**config.mk**
```make
export PLATFORM = sky130hd
export DESIGN_NAME = fetch_stage
export DESIGN_NICKNAME = d
export VERILOG_FILES = /design/src/rtl/fetch_stage.sv
export SDC_FILE = /design/constraint.sdc
export NUM_CORES = 1
export LEC_CHECK = 0
export CAP_MARGIN = 20
export CORE_MARGIN = 1
export CORE_UTILIZATION = 57
export DETAILED_ROUTE_END_ITERATION = 8
export PLACE_DENSITY = 0.95
export SLEW_MARGIN = 20
export SYNTH_ARGS = -nofsm -noshare
export SYNTH_HDL_FRONTEND = slang
export SYNTH_SLANG_ARGS = --single-unit
```
**constraint.sdc**
```tcl
create_clock -name clk -period 4.1 [get_ports clk]
set_clock_uncertainty 0.05 [all_clocks]
set_input_delay 0.615 -clock clk [delete_from_list [all_inputs] [get_ports clk]]
set_output_delay 0.615 -clock clk [all_outputs]
set_load 0.01 [all_outputs]
```
**src/rtl/fetch_stage.sv**
```systemverilog
// RV32I IF stage: PC register, single-outstanding instruction fetch and IF/ID register.
// Optional perf counters (fetch_cnt, kill_cnt) enabled by defining FETCH_PERF_CNT_EN.
module fetch_stage #(
    parameter logic [31:0] RESET_PC = 32'h0000_0000,
    parameter logic [31:0] NOP_INS  = 32'h0000_0013
) (
    input  logic        clk,
    input  logic        rst_n,
    input  logic        PC_Write,
    input  logic        IF_ID_Write,
    input  logic        PCSrc_E,
    input  logic [31:0] PC_Target_E,
    output logic        imem_req,
    output logic [31:0] imem_addr,
    input  logic        imem_rvalid,
    input  logic [31:0] imem_rdata,
    output logic [31:0] Ins_D,
    output logic [31:0] PC_D,
`ifdef FETCH_PERF_CNT_EN
    output logic [31:0] PC_4D,
    output logic [31:0] fetch_cnt,
    output logic [15:0] kill_cnt
`else
    output logic [31:0] PC_4D
`endif
);

    typedef enum logic [1:0] {S_ISSUE, S_WAIT, S_KILL, S_HOLD} state_t;

    state_t      r_state, w_state_nxt;
    logic [31:0] r_pc, w_pc_nxt, w_pc_4, w_tgt;
    logic [31:0] r_hold_ins;
    logic        w_adv, w_req, w_load, w_hold_cap;
    logic [31:0] w_addr, w_load_ins;

    assign w_adv  = PC_Write & IF_ID_Write;
    assign w_pc_4 = r_pc + 32'd4;
    assign w_tgt  = PC_Target_E & ~32'd3;

    always_comb begin
        w_state_nxt = r_state;
        w_pc_nxt    = r_pc;
        w_req       = 1'b0;
        w_addr      = r_pc;
        w_load      = 1'b0;
        w_load_ins  = imem_rdata;
        w_hold_cap  = 1'b0;
        unique case (r_state)
            S_ISSUE: begin
                w_req       = 1'b1;
                w_state_nxt = S_WAIT;
                if (PCSrc_E) begin
                    w_pc_nxt    = w_tgt;
                    w_state_nxt = S_KILL;
                end
            end
            S_WAIT: begin
                if (imem_rvalid) begin
                    if (PCSrc_E) begin
                        w_pc_nxt = w_tgt;
                        w_req    = 1'b1;
                        w_addr   = w_tgt;
                    end else if (w_adv) begin
                        // back-to-back issue keeps one instruction per cycle at latency 1
                        w_load   = 1'b1;
                        w_pc_nxt = w_pc_4;
                        w_req    = 1'b1;
                        w_addr   = w_pc_4;
                    end else begin
                        w_hold_cap  = 1'b1;
                        w_state_nxt = S_HOLD;
                    end
                end else if (PCSrc_E) begin
                    w_pc_nxt    = w_tgt;
                    w_state_nxt = S_KILL;
                end
            end
            S_KILL: begin
                if (PCSrc_E) w_pc_nxt = w_tgt;
                if (imem_rvalid) begin
                    w_req       = 1'b1;
                    w_addr      = PCSrc_E ? w_tgt : r_pc;
                    w_state_nxt = S_WAIT;
                end
            end
            S_HOLD: begin
                if (PCSrc_E) begin
                    w_pc_nxt    = w_tgt;
                    w_state_nxt = S_ISSUE;
                end else if (w_adv) begin
                    w_load      = 1'b1;
                    w_load_ins  = r_hold_ins;
                    w_pc_nxt    = w_pc_4;
                    w_state_nxt = S_ISSUE;
                end
            end
            default: w_state_nxt = S_ISSUE;
        endcase
    end

    assign imem_req  = w_req & rst_n;
    assign imem_addr = w_addr;

    always_ff @(posedge clk or negedge rst_n) begin
        if (!rst_n) begin
            r_state    <= S_ISSUE;
            r_pc       <= RESET_PC;
            r_hold_ins <= '0;
        end else begin
            r_state <= w_state_nxt;
            r_pc    <= w_pc_nxt;
            if (w_hold_cap) r_hold_ins <= imem_rdata;
        end
    end

    // Flush beats stall; PC fields keep their value on flush or bubble.
    always_ff @(posedge clk or negedge rst_n) begin
        if (!rst_n) begin
            Ins_D <= NOP_INS;
            PC_D  <= '0;
            PC_4D <= '0;
        end else if (PCSrc_E) begin
            Ins_D <= NOP_INS;
        end else if (IF_ID_Write) begin
            if (w_load) begin
                Ins_D <= w_load_ins;
                PC_D  <= r_pc;
                PC_4D <= w_pc_4;
            end else begin
                Ins_D <= NOP_INS;
            end
        end
    end

`ifdef FETCH_PERF_CNT_EN
    logic w_kill;

    assign w_kill = (imem_rvalid & ((r_state == S_KILL) | ((r_state == S_WAIT) & PCSrc_E)))
                  | ((r_state == S_HOLD) & PCSrc_E);

    always_ff @(posedge clk or negedge rst_n) begin
        if (!rst_n) begin
            fetch_cnt <= '0;
            kill_cnt  <= '0;
        end else begin
            if (w_load && !PCSrc_E && IF_ID_Write) fetch_cnt <= fetch_cnt + 32'd1;
            if (w_kill) kill_cnt <= kill_cnt + 16'd1;
        end
    end
`endif

endmodule

```
==> flow_summary.toml <==
[run_status]
outcome = "finished, violations left"
violations = "DRC"

[timing]
hold_violations = 0
min_period_over_period_pct = 96.27
drv_slew = 0
worst-slew-pin-transition_ps = 799.6
totalNegativeSetupSlack_ps = 0
setup_viols_final = 0
worst_slack_ps = 152.9
timing.final.crit_period_ps = 3947
grt_setup_unrepaired = "no"
fmaxAchievable_ghz = 0.2533
timing.slew.headroom_pct = 46.69

[synthesis]
yosysWarnings = 0
yosysMostFrequentCell = "sky130_fd_sc_hd__nand2_1"
synthesis.area_um2 = 10110
synth_common_cells = "sky130_fd_sc_hd__nand2_1 (231), sky130_fd_sc_hd__dfrtp_1 (157), sky130_fd_sc_hd__o21ai_0 (114)"
yosys-top-cells-area = "sky130_fd_sc_hd__dfrtp_1 (39%), sky130_fd_sc_hd__nand2_1 (8.6%), sky130_fd_sc_hd__o21ai_0 (5.6%)"
seq_area_frac_synth_pct = 39.64
synthesis.area_per_instance_um2 = 8.390
synth_top_cell_area_share_pct = 38.86
mappedNetlistNets = 1280
netlist-cell-type-count = 70
yosys.area.top_type = "sky130_fd_sc_hd__dfrtp_1"
synth_cells = 1205
synth_edf_count = 0
ys_ff_latch = 160
synth_async_sr_flop_share_pct = 100.0
synth_top_flop_cell = "sky130_fd_sc_hd__dfrtp_1"

[finish]
area_of_all_sequential_standard_cells_um2 = 4010
combined_area_of_the_multi_input_logic_cells_um2 = 5617
final_util_pct = 75.71
final_layout_size_suffix_gt1_share_pct = 12.74
fillerInstances = 1178
nets = 1451
insertedDiodeCount = 0
syn_to_final_growth_pct = 29.53

[route]
detailroute.wirelength.met2_um = 15630
drtIter0Drc = 1597
num_vias = 10755
met3_wirelength_um = 4682
remaining_drc_errors = 21
route.antenna.remaining_nets = 0
wl_per_cell_um = 21.73
highest_layer = "met4"
post_drt_via_cell_ratio = 6.664
m1WireLength_um = 13000
drt_total_wl_um = 35080
detailedRoute.firstPassIterationCount = 9

[critical_path]
timing.critical_path.fanout_max = 8
cp_data_arrival_time_ps = 3280
critPathRequiredTime_ps = 3430
path_class = "flop to output pin"
setup.worst_path.end_class = "output pin"
ff2ff_setup_slack_ps = 1140
cp-start-kind = "flop"

[die]
die_width_um = 135.2
initial_core_util_pct = 58.45
ios = 199
die_area_um2 = 18270
core_area_um2 = 17300
placementRows = 48
chipHeight_um = 135.2

[clocking]
postCtsHoldBufs = 0
clkTransAtPathRegs_ps = 80
tritoncts.num_buffers = 17
ctsLongestPathBuffers = 2
insertion_delay_ps = 440
cts_root_buffer = "sky130_fd_sc_hd__clkbuf_16"
cts_max_level = 4
cts.sinks = 160
clock_tree_from_tritoncts = "done"
post_cts.repair.setup_buffers = 0

[place]
hpwl_um = 23850
place_ws_ps = 255.5
gp_routability_congestion = 1.016
portBuffers = 196

[job]
number_of_maximum_capacitance_violations = 0

[global_routing]
gr-usage-all-layers_pct = 38.79
grt_max_degree = 122
grt_pass1_wl_um = 54680
global_route.overflow_total = 0
antenna_found_initial = 0
first_global_vias = 10167

[power_and_ir_drop]
power.density_cell_area_nw_per_um2 = 725.3
fin_total_pwr_mw = 9.498
max-vdd-ir-drop_mv = 0.4916
power.leakage_nw = 5.631

[hold_path]
min_path_type = "primary input to async pin"
==> cell usage in the layout, fill, tap and decap left out, types with 20 or more instances in the layout <==
cell type and n:
sky130_fd_sc_hd__a21oi_1 61, sky130_fd_sc_hd__dfrtp_1 155, sky130_fd_sc_hd__o21ai_0 113, sky130_fd_sc_hd__clkdlybuf4s50_1 193, sky130_fd_sc_hd__nand3_1 31, sky130_fd_sc_hd__nand2_1 230, sky130_fd_sc_hd__nor2_1 73, sky130_fd_sc_hd__mux2i_1 52
sky130_fd_sc_hd__nor3_1 20, sky130_fd_sc_hd__buf_4 74, sky130_fd_sc_hd__mux2_2 38
==> final cells by class <==
type                       instances  share of cell area [%]
timing repair buffer             271                   19.42
clock inverter                    15                   1.271
clock buffer                      17                   3.249
sequential                       160                   30.62
inverter                          14                  0.4013
tap                              225                   2.150
multi-input combinational        912                   42.89
==> routing by layer <==
metal | track usage, % | up-vias
met5 | 0 | -
met4 | 19.23 | 0
met3 | 11.26 | 195
met2 | 59.49 | 893
met1 | 50.10 | 5010
li1 | - | 4657
==> path summary, 6_finish.rpt <==
check,from,endpoint,cells past startpoint
hold reg to reg,PC_4D[3],PC_4D[3],2
setup reg to reg,r_state[1],r_state[1],8
hold / removal,rst_n,Ins_D[10],1
max in group asynchronous,rst_n,PC_4D[14],2
setup / recovery,r_pc[5],imem_addr[23],7
min in group clk,PC_4D[3],PC_4D[3],2
==> state kept, by name, summed over array words and instances, names as in the netlist <==
register    cells
PC_D           32
PC_4D          30
r_hold_ins     32
r_pc           32
Ins_D          32
r_state         2
==> kinds of logic (layout without fill, tap and decap cells) <==
group                    count (synthesis)  after routing  synth area share, %
multiplexers                            90             90                9.381
XOR/XNOR                                36             36                3.119
AND/OR/NAND/NOR                        457            457                21.50
flip-flops                             160            160                39.64
AO/OA/AOI/OAI                          324            324                20.36
buffers and inverters                  133            317                5.384
adder cells (fa/ha/maj)                  5              5               0.6188
==> repair_timing <==
action                                  in CTS  in global routing
endpoints found under the setup margin       7                 11
endpoints found under the hold margin        0                  0
gates resized for setup                      3                  5
==> worst max-delay path: stages (launching register included) <==
cell and delay (ps):
sky130_fd_sc_hd__dfrtp_2 490, sky130_fd_sc_hd__nand4_4 120, sky130_fd_sc_hd__or4_4 670, sky130_fd_sc_hd__buf_4 220, sky130_fd_sc_hd__nor4_4 280, sky130_fd_sc_hd__nor2_1 110, sky130_fd_sc_hd__o41ai_2 350, sky130_fd_sc_hd__clkdlybuf4s50_1 610
==> power by group <==
| group | internal [mW] | leakage [nW] | switching [mW] | total [mW] |
|---|---|---|---|---|
| sequential | 2.17 | 2.05 | 0.518 | 2.68 |
| clock | 0.816 | 0.282 | 0.769 | 1.58 |
| combinational | 2.31 | 3.30 | 2.92 | 5.23 |
| total | 5.29 | 5.63 | 4.21 | 9.50 |
==> stage by stage <==
| stage | cells | hold WS (ps) | instance area [µm²] |
|---|---|---|---|
| 6_report | 1614 | 81.35 | 13100 |
| 4_1_cts | 1614 | 93.33 | 13070 |
| 3_5_place_dp | 1582 | 412.0 | 12470 |
| 3_3_place_gp | 1582 | 404.4 | 12470 |
| 5_1_grt | 1614 | 118.4 | 13100 |
| 2_1_floorplan | 1205 | 269.4 | 10110 |
Power figures use the tool's default switching activity.
